[src/rtl/alu_bcond_unit.sv]
// alu_bcond_unit: registered RV32I execute slice (adder, shifter, comparator, branch condition).
// Optional macro ALU_BR_TAKEN_EN adds the registered br_taken flag output.
module alu_bcond_unit #(
    parameter int XLEN = 32
) (
    input  logic            clk,
    input  logic            rst_n,
    input  logic            en,
    input  logic [XLEN-1:0] op1,
    input  logic [XLEN-1:0] op2,
    input  logic [XLEN-1:0] imm,
    input  logic [6:0]      funct7,
    input  logic [2:0]      funct3_adder,
    input  logic [2:0]      funct3_shift,
    input  logic [2:0]      funct3_comp,
    input  logic [2:0]      funct3,
`ifdef ALU_BR_TAKEN_EN
    output logic            br_taken,
`endif
    output logic [XLEN-1:0] adder_rsv,
    output logic [XLEN-1:0] shifter_rsv,
    output logic [XLEN-1:0] comparator_rsv,
    output logic [XLEN-1:0] branc_add
);

    logic [XLEN-1:0] a_next;
    logic [XLEN-1:0] s_next;
    logic [XLEN-1:0] c_next;
    logic [XLEN-1:0] b_next;
    logic [4:0]      shamt;
    logic            taken;

    assign shamt = op2[4:0];

    // Adder and bitwise logic; SUB needs the exact 0100000 funct7 pattern.
    always_comb begin
        a_next = '0;
        case (funct3_adder)
            3'b000: a_next = (funct7 == 7'b0100000) ? op1 - op2 : op1 + op2;
            3'b100: a_next = op1 ^ op2;
            3'b110: a_next = op1 | op2;
            3'b111: a_next = op1 & op2;
            default: a_next = '0;
        endcase
    end

    // Barrel shifter; only the low five bits of op2 form the shift amount.
    always_comb begin
        s_next = '0;
        case (funct3_shift)
            3'b001: s_next = op1 << shamt;
            3'b101: begin
                if (funct7[5])
                    s_next = XLEN'($signed(op1) >>> shamt);
                else
                    s_next = op1 >> shamt;
            end
            default: s_next = '0;
        endcase
    end

    // Set-less-than comparator, signed or unsigned.
    always_comb begin
        c_next = '0;
        case (funct3_comp)
            3'b010: c_next = {{(XLEN-1){1'b0}}, $signed(op1) < $signed(op2)};
            3'b011: c_next = {{(XLEN-1){1'b0}}, op1 < op2};
            default: c_next = '0;
        endcase
    end

    // Branch decision from this cycle's adder and comparator results.
    always_comb begin
        taken = 1'b0;
        case (funct3)
            3'b000:         taken = (a_next == '0);
            3'b001:         taken = (a_next != '0);
            3'b100, 3'b110: taken = c_next[0];
            3'b101, 3'b111: taken = ~c_next[0];
            default:        taken = 1'b0;
        endcase
        b_next = taken ? imm : '0;
    end

    // Result registers: cleared by reset, captured only when enabled.
    always_ff @(posedge clk or negedge rst_n) begin
        if (!rst_n) begin
            adder_rsv      <= '0;
            shifter_rsv    <= '0;
            comparator_rsv <= '0;
            branc_add      <= '0;
        end else if (en) begin
            adder_rsv      <= a_next;
            shifter_rsv    <= s_next;
            comparator_rsv <= c_next;
            branc_add      <= b_next;
        end
    end

`ifdef ALU_BR_TAKEN_EN
    // Taken flag register, timed exactly like branc_add.
    always_ff @(posedge clk or negedge rst_n) begin
        if (!rst_n)
            br_taken <= 1'b0;
        else if (en)
            br_taken <= taken;
    end
`endif

endmodule

[config.mk]
export PLATFORM = sky130hd
export DESIGN_NAME = alu_bcond_unit
export DESIGN_NICKNAME = d
export VERILOG_FILES = /design/src/rtl/alu_bcond_unit.sv
export SDC_FILE = /design/constraint.sdc
export NUM_CORES = 1
export LEC_CHECK = 0
export ABC_AREA = 1
export CAP_MARGIN = 40
export CORE_ASPECT_RATIO = 1.2
export CORE_MARGIN = 5
export CORE_UTILIZATION = 30
export CTS_CLUSTER_SIZE = 24
export DETAILED_ROUTE_END_ITERATION = 10
export GPL_TIMING_DRIVEN = 0
export PLACE_DENSITY_LB_ADDON = 0.15
export SYNTH_ARGS = -nofsm -noshare
export SYNTH_HDL_FRONTEND = slang
export SYNTH_SLANG_ARGS = --single-unit
[constraint.sdc]
create_clock -name clk -period 1.4 [get_ports clk]
set_clock_uncertainty 0.2 [all_clocks]
set_input_delay 0.14 -clock clk [delete_from_list [all_inputs] [get_ports clk]]
set_output_delay 0.14 -clock clk [all_outputs]
set_load 0.05 [all_outputs]
After elaboration in Yosys (flattened, before gate mapping)
Cells that the tools add are included.

cells by class
  shift-type cells = 3
  $lt $le $gt $ge = 2
  equality and inequality tests = 13
  reductions and logical operators = 6
  mux-type cells = 7
  add/sub/neg operators = 2
  bitwise operators = 4

operators by type and width
  cell                number
  $pmux 32 s4         1
  $mux 32             3
  $lt 32x32->1        2
  $pmux 32 s2         1
  $add 32x32->32      1
  $and 32x32->32      1
  $logic_not 32->1    1
  $or 32x32->32       1
  $reduce_bool 32->1  1
  $shl 32x5->32       1
  $shr 32x5->32       1
  $sshr 32x5->32      1
  $sub 32x32->32      1
  $xor 32x32->32      1
  $eq 3x3->1 const B  8
  $eq 7x6->1 const B  1
  $eq 3x1->1 const B  2
  $eq 3x2->1 const B  2
  $logic_not 3->1     2
  $pmux 1 s4          1
  $reduce_or 2->1     2
  $pmux 1 s2          1
  $not 1->1           1

word-level totals
  register bits after elaboration = 128
  bits of input ports = 118
  word-level logic and storage cells = 41
  output and inout port bits = 128

Depth between registers and ports, before layout
Gate-level depths: netlist of the first run.

  depth in word-level cells = 6
  depth in mapped cells = 28
  depth with buffers taken out = 25

Worst setup path after synthesis of the first run
No wires, ideal clock.

  path kind = input-to-reg
  from = in op2[1]
  to = reg branc_add[10]
  cell stages on the path = 26
  path slack = -2042 ps
  path buffers = 4
  setup time = 118 ps
  required time = 1082 ps
  data arrival time = 3125 ps
  cells stage by stage = buf_2 -> clkinv_1 -> clkbuf_1 -> buf_1 -> fa_1 -> inv_1 -> nand3_1 -> nand2_1 -> nand2_1 -> nand2_1 -> nand2_1 -> nand2_1 -> nand2_1 -> a21oi_1 -> nand3_1 -> nand3_1 -> nand2_1 -> nor2_1 -> nand2_1 -> nor2_1 -> nand3_1 -> nand2_1 -> nand3_2 -> buf_6 -> nand2_2 -> nand2_1

between the ends
  cells in the longest elaborated chain, start to end = 6
  elaborated cells on any way between the ends = 15
  those cells by class = add/sub: 2; order compare: 2; mux: 5; bitwise: 4; reduce/logical: 2

RTL lines
  item                                                           line    text
  from (decl)                                                    10      input logic [XLEN-1:0] op2,
  $add 32x32->32 / $sub 32x32->32 (equally long branches)        39      3'b000: a_next = (funct7 == 7'b0100000) ? op1 - op2 : op1 + op2;
  $mux 32                                                        39
  $pmux 32 s4                                                    38      case (funct3_adder)
  $reduce_bool 32->1 / $logic_not 32->1 (equally long branches)  77, 76
  $pmux 1 s4 *                                                   75      case (funct3)
  $mux 32 *                                                      82      b_next = taken ? imm : '0;
  to (signal assigned)                                           96      branc_add <= b_next;
  to (decl)                                                      23      output logic [XLEN-1:0] branc_add

Mark *: on every way between the ends. The rest lies on a longest branch, timed or not.
A chain may end at the register's enable or synchronous reset.

Worst setup path in the final report of the first run
  from = in op2[3]
  to = reg branc_add[21]

Same word-level chain as after synthesis.

==> run_results.csv, run 1 <==
group,metric,value,unit
final_layout,multiInputGateArea,13500,um2
route,drcViolationCount,0,
floorplanning,ios,246,
grt,grt.busiest_layer,"met2",
yosys,ys_top_cells_by_area,"nand2_1 (23%), dfrtp_1 (17%), inv_1 (9.5%)",
sta,layout_setup_ws,-1.78,ns
sta,setup_violations,96,
critical_path,cp_slowest_stage_delay,0.32,ns
power,p_leak,11.8,nW
sta,relSlewSlack,37.3,%
sta,min_period,3.18,ns
sta,min_period_over_period,227,%
status,status,"finished, violations left",
placement,io_buffers,213,
yosys,syn_inst,2501,
clock_network,clkSinkCount,97,
floorplanning,die_w,207,um
critical_path,cp.arrival,3.25,ns
yosys,yosys_warnings,0,
yosys,synth_edf_count,0,
clock_network,clock_path_buffers,2,
grt,grt-ovfl-total,0,
critical_path,endpoint_kind,"register",
floorplanning,coreArea,46200,um2
route,vias,18500,
critical_path,cp_num_buf_inv,8,
floorplanning,dieHeight,247,um
route,wl_per_cell,22.1,um
clock_network,cts-root-buf,"clkbuf_16",
final_layout,num-fill-cells,4703,
power,vdd_drop_max,0.511,mV
final_layout,nets,3175,
final_layout,utilization,50.5,%
route,drt_iter0_markers,1595,
critical_path,cp_slowest_cell,"ha_4",
yosys,yosysTopAreaCell,"nand2_1",
route,ant_nets,0,
critical_path,critPathMaxFanout,6,
power,powerDensity,674,nW/um2
yosys,synth_cell_types,57,
yosys,ys_seq_elements,97,
sta,hold_viol,0,
grt,grt_pass1_vias,17900,
grt,use_met3,3.72,%
sta,rsz0062_at_grt,"true",
worst_hold_path,hp-class,"in2async",
final_layout,n_antenna_cell,0,
sta,holdWs,0.109,ns
job,drv_cap,0,
status,violations,"negative setup slack",
clock_network,worstSkewPairLatency,0.37,ns
floorplanning,dieArea,51200,um2
grt,use_met2,49.8,%
yosys,yosysSeqAreaShare,17.3,%
yosys,synth_area_per_cell,5.61,um2
floorplanning,start_util,30.4,%
route,via_per_inst,5.19,
clock_network,cts_tree,"yes",
grt,track_usage,29.1,%
final_layout,seq_area,2430,um2
critical_path,path_class,"in2reg",
critical_path,path_delay_family,"simple AND/OR/NAND/NOR gates",
critical_path,critPathRequiredTime,1.47,ns
sta,max_freq,0.314,GHz
clock_network,cts_buffers,9,
critical_path,start_kind,"input pin",
yosys,synthFlopType,"dfrtp_1",
grt,grt_pass1_wl,114000,um
sta,tightest_slew,0.940,ns
placement,dp.cells,3361,
placement,hpwl,61700,um
grt,grt_max_degree,60,
placement,gp_congestion,1.01,
final_layout,stdcell_count,3570,
clock_network,clk_pin_slew_worst_paths,0.08,ns
sta,finalMaxSlewViolations,0,
route,wirelength,79000,um
grt,met1_usage,37.7,%
grt,antenna_found_initial,1,
floorplanning,rows,86,
final_layout,area_delta_synth_final,66.1,%
placement,pre_cts_ws,-3.56,ns
yosys,async_reset_ff_share,100,%
yosys,syn_area,14000,um2
clock_network,htreeDepth,3,
final_layout,drive_gt1_share,42.2,%
yosys,yosysTopAreaCellShare,23.2,%
route,first_pass_iters,6,
-- power breakdown --
part / switching (mW) / internal [mW]
sequential: 0.140 / 3.05
combinational: 6.26 / 3.39
clock: 1.27 / 1.60
-- cells in the final DEF, fill, tap and decap left out, types with 19 or more instances in the layout --
cell / count
nand2_2: 185
buf_4: 168
nand3_2: 32
dfrtp_1: 97
ha_4: 20
nand4_1: 22
nand3_4: 28
inv_1: 292
clkbuf_16: 23
o21ai_0: 30
clkbuf_1: 23
nand2_1: 641
o22ai_1: 19
a21oi_1: 58
conb_1: 31
clkdlybuf4s50_1: 48
nor2_4: 48
buf_6: 78
o21ai_2: 70
nand2_4: 77
buf_2: 53
a21oi_2: 49
clkbuf_2: 83
a21oi_4: 23
nor2_2: 50
nor2_1: 155
a31oi_1: 25
nand3_1: 53
o21ai_1: 32
inv_2: 60
ha_1: 84
o21ai_4: 34
-- per-stage QoR --
step	setup TNS [ns]	cell area (um2)	total power [mW]
2_1_floorplan	-78.78	14700	7.65
3_3_place_gp	-641.04	17600	10.3
3_5_place_dp	-239.91	17600	10.3
4_1_cts	-146.55	21800	15.0
5_1_grt	-108.48	23300	16.5
6_report	-101.18	23300	15.7
-- flip-flops by register name, indices dropped and copies added (netlist names) --
name and flops:
adder_rsv 32, branc_add 32, shifter_rsv 32, comparator_rsv 1
-- layer usage --
metal	wire, um	vias to the layer above
li1	-	8754
met1	33400	8869
met2	37000	732
met3	5110	177
met4	3460	2
met5	20	-
-- synth_stat cells (11+ instances only) --
library cell,number
dfrtp_1,97
nand2_2,36
nor2_1,243
o22ai_1,24
a31oi_1,34
a21oi_1,128
nand3_1,111
mux2i_1,17
ha_1,106
buf_2,21
nand2_1,869
nor3_1,18
buf_4,40
buf_1,18
o21bai_1,11
nand4_1,22
clkbuf_1,61
o21ai_0,164
inv_1,356
-- cell type report --
cell class	count	share of cell area, %
Multi-Input combinational cell	1922	57.9
Timing Repair Buffer	411	14.8
Sequential cell	97	10.4
Buffer	144	6.13
Inverter	364	6.12
Tap cell	616	3.31
Clock buffer	10	0.982
Clock inverter	6	0.413
-- path summary, 6_finish.rpt --
kind / startpoint / slack [ns] / to / depth (start not counted)
max in group asynchronous: rst_n / 0.18 / adder_rsv[6] / 3
max reg2reg: adder_rsv[20] / 0.45 / adder_rsv[20] / 2
max: op2[3] / -1.78 / branc_add[21] / 27
min: rst_n / 0.11 / branc_add[16] / 2
min reg2reg: shifter_rsv[30] / 0.27 / shifter_rsv[30] / 2
min in group clk: op2[24] / 0.15 / adder_rsv[24] / 4
-- cell families (layout without fill, tap and decap cells) --
kind of cell	Yosys count	in the layout	synth area share [%]
AND/OR/NAND/NOR	1338	1338	39.0
buffers and inverters	512	935	15.2
AO/OA/AOI/OAI	419	419	17.0
adder cells (fa/ha/maj)	108	108	9.73
flip-flops	97	97	17.3
multiplexers	17	17	1.21
XOR/XNOR	9	9	0.562
other	1	31	0.0267
-- repair_timing --
item	4_1_cts	5_1_grt
gates resized for setup	920	727
pin swaps	208	229
hold buffers	1	0
endpoints found under the hold margin	38	0
endpoints found under the setup margin	194	194
buffers inserted	139	75
gates cloned	6	3
No activity file was read; power rests on OpenSTA's default activity.
==> run 2, diff against run 1 <==
- CORE_MARGIN: 5 -> 1.5
==> run_results.csv, run 2 (synthesis results as in run 1) <==
group,metric,value,unit
route,drcViolationCount,0,
power,p_sw_share,49.0,%
power,p_clk_share,17.9,%
clock_network,cts_buffers,9,
route,via_per_inst,5.17,
clock_network,clkSinkCount,97,
critical_path,critPathRequiredTime,1.47,ns
grt,grt_max_degree,56,
grt,grt-ovfl-total,0,
clock_network,clk_pin_slew_worst_paths,0.08,ns
worst_hold_path,hp-class,"in2async",
clock_network,clock_path_buffers,2,
clock_network,cts-root-buf,"clkbuf_16",
sta,layout_setup_ws,-1.76,ns
power,p_leak,11.2,nW
status,violations,"negative setup slack",
placement,hpwl,60700,um
final_layout,area_delta_synth_final,61.1,%
placement,pre_cts_ws,-3.47,ns
sta,finalMaxSlewViolations,0,
route,drt_iter0_markers,1458,
final_layout,top_regs,"adder_rsv x32, branc_add x32, shifter_rsv x32",
job,drv_cap,0,
clock_network,worstSkewPairLatency,0.36,ns
critical_path,path_class,"in2reg",
power,seq_power_share,21.0,%
floorplanning,ios,246,
grt,grt_pass1_vias,17700,
route,vias,18200,
sta,rsz0062_at_grt,"true",
floorplanning,coreArea,46100,um2
final_layout,final_common_cell,"nand2_1",
floorplanning,start_util,30.5,%
route,wirelength,76700,um
sta,tns,-130.13,ns
floorplanning,rows,86,
sta,relSlewSlack,44.4,%
grt,grt_pass1_wl,112000,um
critical_path,rrSetupSlack,0.48,ns
critical_path,cp_slowest_stage_delay,0.27,ns
power,power.total,15.3,mW
placement,dp.cells,3363,
critical_path,critPathMaxFanout,6,
final_layout,nets,3117,
sta,hold_viol,0,
final_layout,final_area,22600,um2
sta,min_period,3.16,ns
route,wl_per_cell,21.8,um
final_layout,stdcell_count,3514,
clock_network,cts_tree,"yes",
critical_path,endpoint_kind,"register",
critical_path,start_kind,"input pin",
critical_path,cp_slowest_cell,"ha_4",
power,powerDensity,676,nW/um2
sta,setup_violations,164,
critical_path,crit_top_cell,"nand2_1",
route,first_pass_iters,5,
power,p_sw,7.50,mW
route,ant_nets,0,
power,p_int,7.79,mW
grt,track_usage,31.1,%
sta,tightest_slew,0.834,ns
sta,holdWs,0.101,ns
power,pwr-share-comb,61.2,%
clock_network,htreeDepth,3,
placement,placed_area,17700,um2
final_layout,layout_common_cells,"nand2_1 (674), inv_1 (307), nand2_2 (171), nor2_1 (160), buf_4 (146)",
final_layout,drive_gt1_share,36.5,%
placement,io_buffers,213,
sta,min_period_over_period,226,%
placement,gp_congestion,0.989,
floorplanning,dieArea,48100,um2
final_layout,utilization,49.1,%
sta,max_freq,0.317,GHz
critical_path,r2r_start,"shifter_rsv[14]",
critical_path,rr_endpoint,"shifter_rsv[14]",
critical_path,reg2reg_depth,1,
floorplanning,dieHeight,240,um
floorplanning,die_w,200,um
critical_path,cp.arrival,3.23,ns
grt,antenna_found_initial,1,
power,vdd_drop_max,0.738,mV
status,status,"finished, violations left",
[run 2: cell count changes in the layout (fill, tap and decap cells not counted), sizes merged, moves of 4 or more]
cell / change
clkdlybuf4s50: +72
buf: -59
dlymetal6s2s: -4
clkbuf: -71
[run 2: layout make-up]
cell class,count,area (um2)
Antenna cell,2,5.00
Tap cell,616,771
Multi-Input combinational cell,1922,13100
Inverter,364,1430
Timing Repair Buffer,354,3250
Clock buffer,9,225
Sequential cell,97,2430
Fill cell,4892,23400
Buffer,143,1300
Clock inverter,7,92.6
[run 2: worst max-delay path, delay by kind of cell]
kind,cells,cell delay [ns]
simple gates,18,1.70
buf+inv,9,1.09
fa+ha+maj,1,0.27
[run 2: how the worst max path moves through the flow]
stage / startpoint / to / slack (ns) / depth (start not counted)
3_5_place_dp: op2[3] / branc_add[11] / -3.47 / 26
4_1_cts: op2[1] / branc_add[5] / -1.77 / 28
3_3_place_gp: rst_n / adder_rsv[5] / -4.14 / 1
5_1_grt: op2[2] / branc_add[8] / -1.88 / 28
6_report: op2[3] / branc_add[8] / -1.76 / 28
2_1_floorplan: op2[3] / branc_add[10] / -1.49 / 27
[run 2: repair_timing]
| action | CTS | global route |
|---|---|---|
| gates resized for setup | 1006 | 351 |
| cloned | 7 | 3 |
| setup endpoints to repair | 194 | 187 |
| pin swaps | 214 | 158 |
| hold endpoints to repair | 42 | 0 |
| setup buffers | 101 | 34 |
| hold buffers | 1 | 0 |
[run 2: power groups by stage]
| stage | logic, mW | registers, mW | clock network [mW] |
|---|---|---|---|
| finish | 9.35 | 3.20 | 2.73 |
| global route | 9.91 | 3.23 | 2.91 |
| CTS | 8.67 | 3.20 | 2.81 |
| detailed placement | 7.01 | 3.26 | 0 |
| global placement | 7.01 | 3.25 | 0 |
| floorplan | 3.50 | 4.15 | 0 |
[run 2: routing by layer]
layer	routed length [um]	share of wire, %	global-route usage [%]
met4	3320	4.3	12.4
met1	33200	43	40.5
met3	5080	6.6	4.72
met5	0	0	0
met2	35100	46	51.4
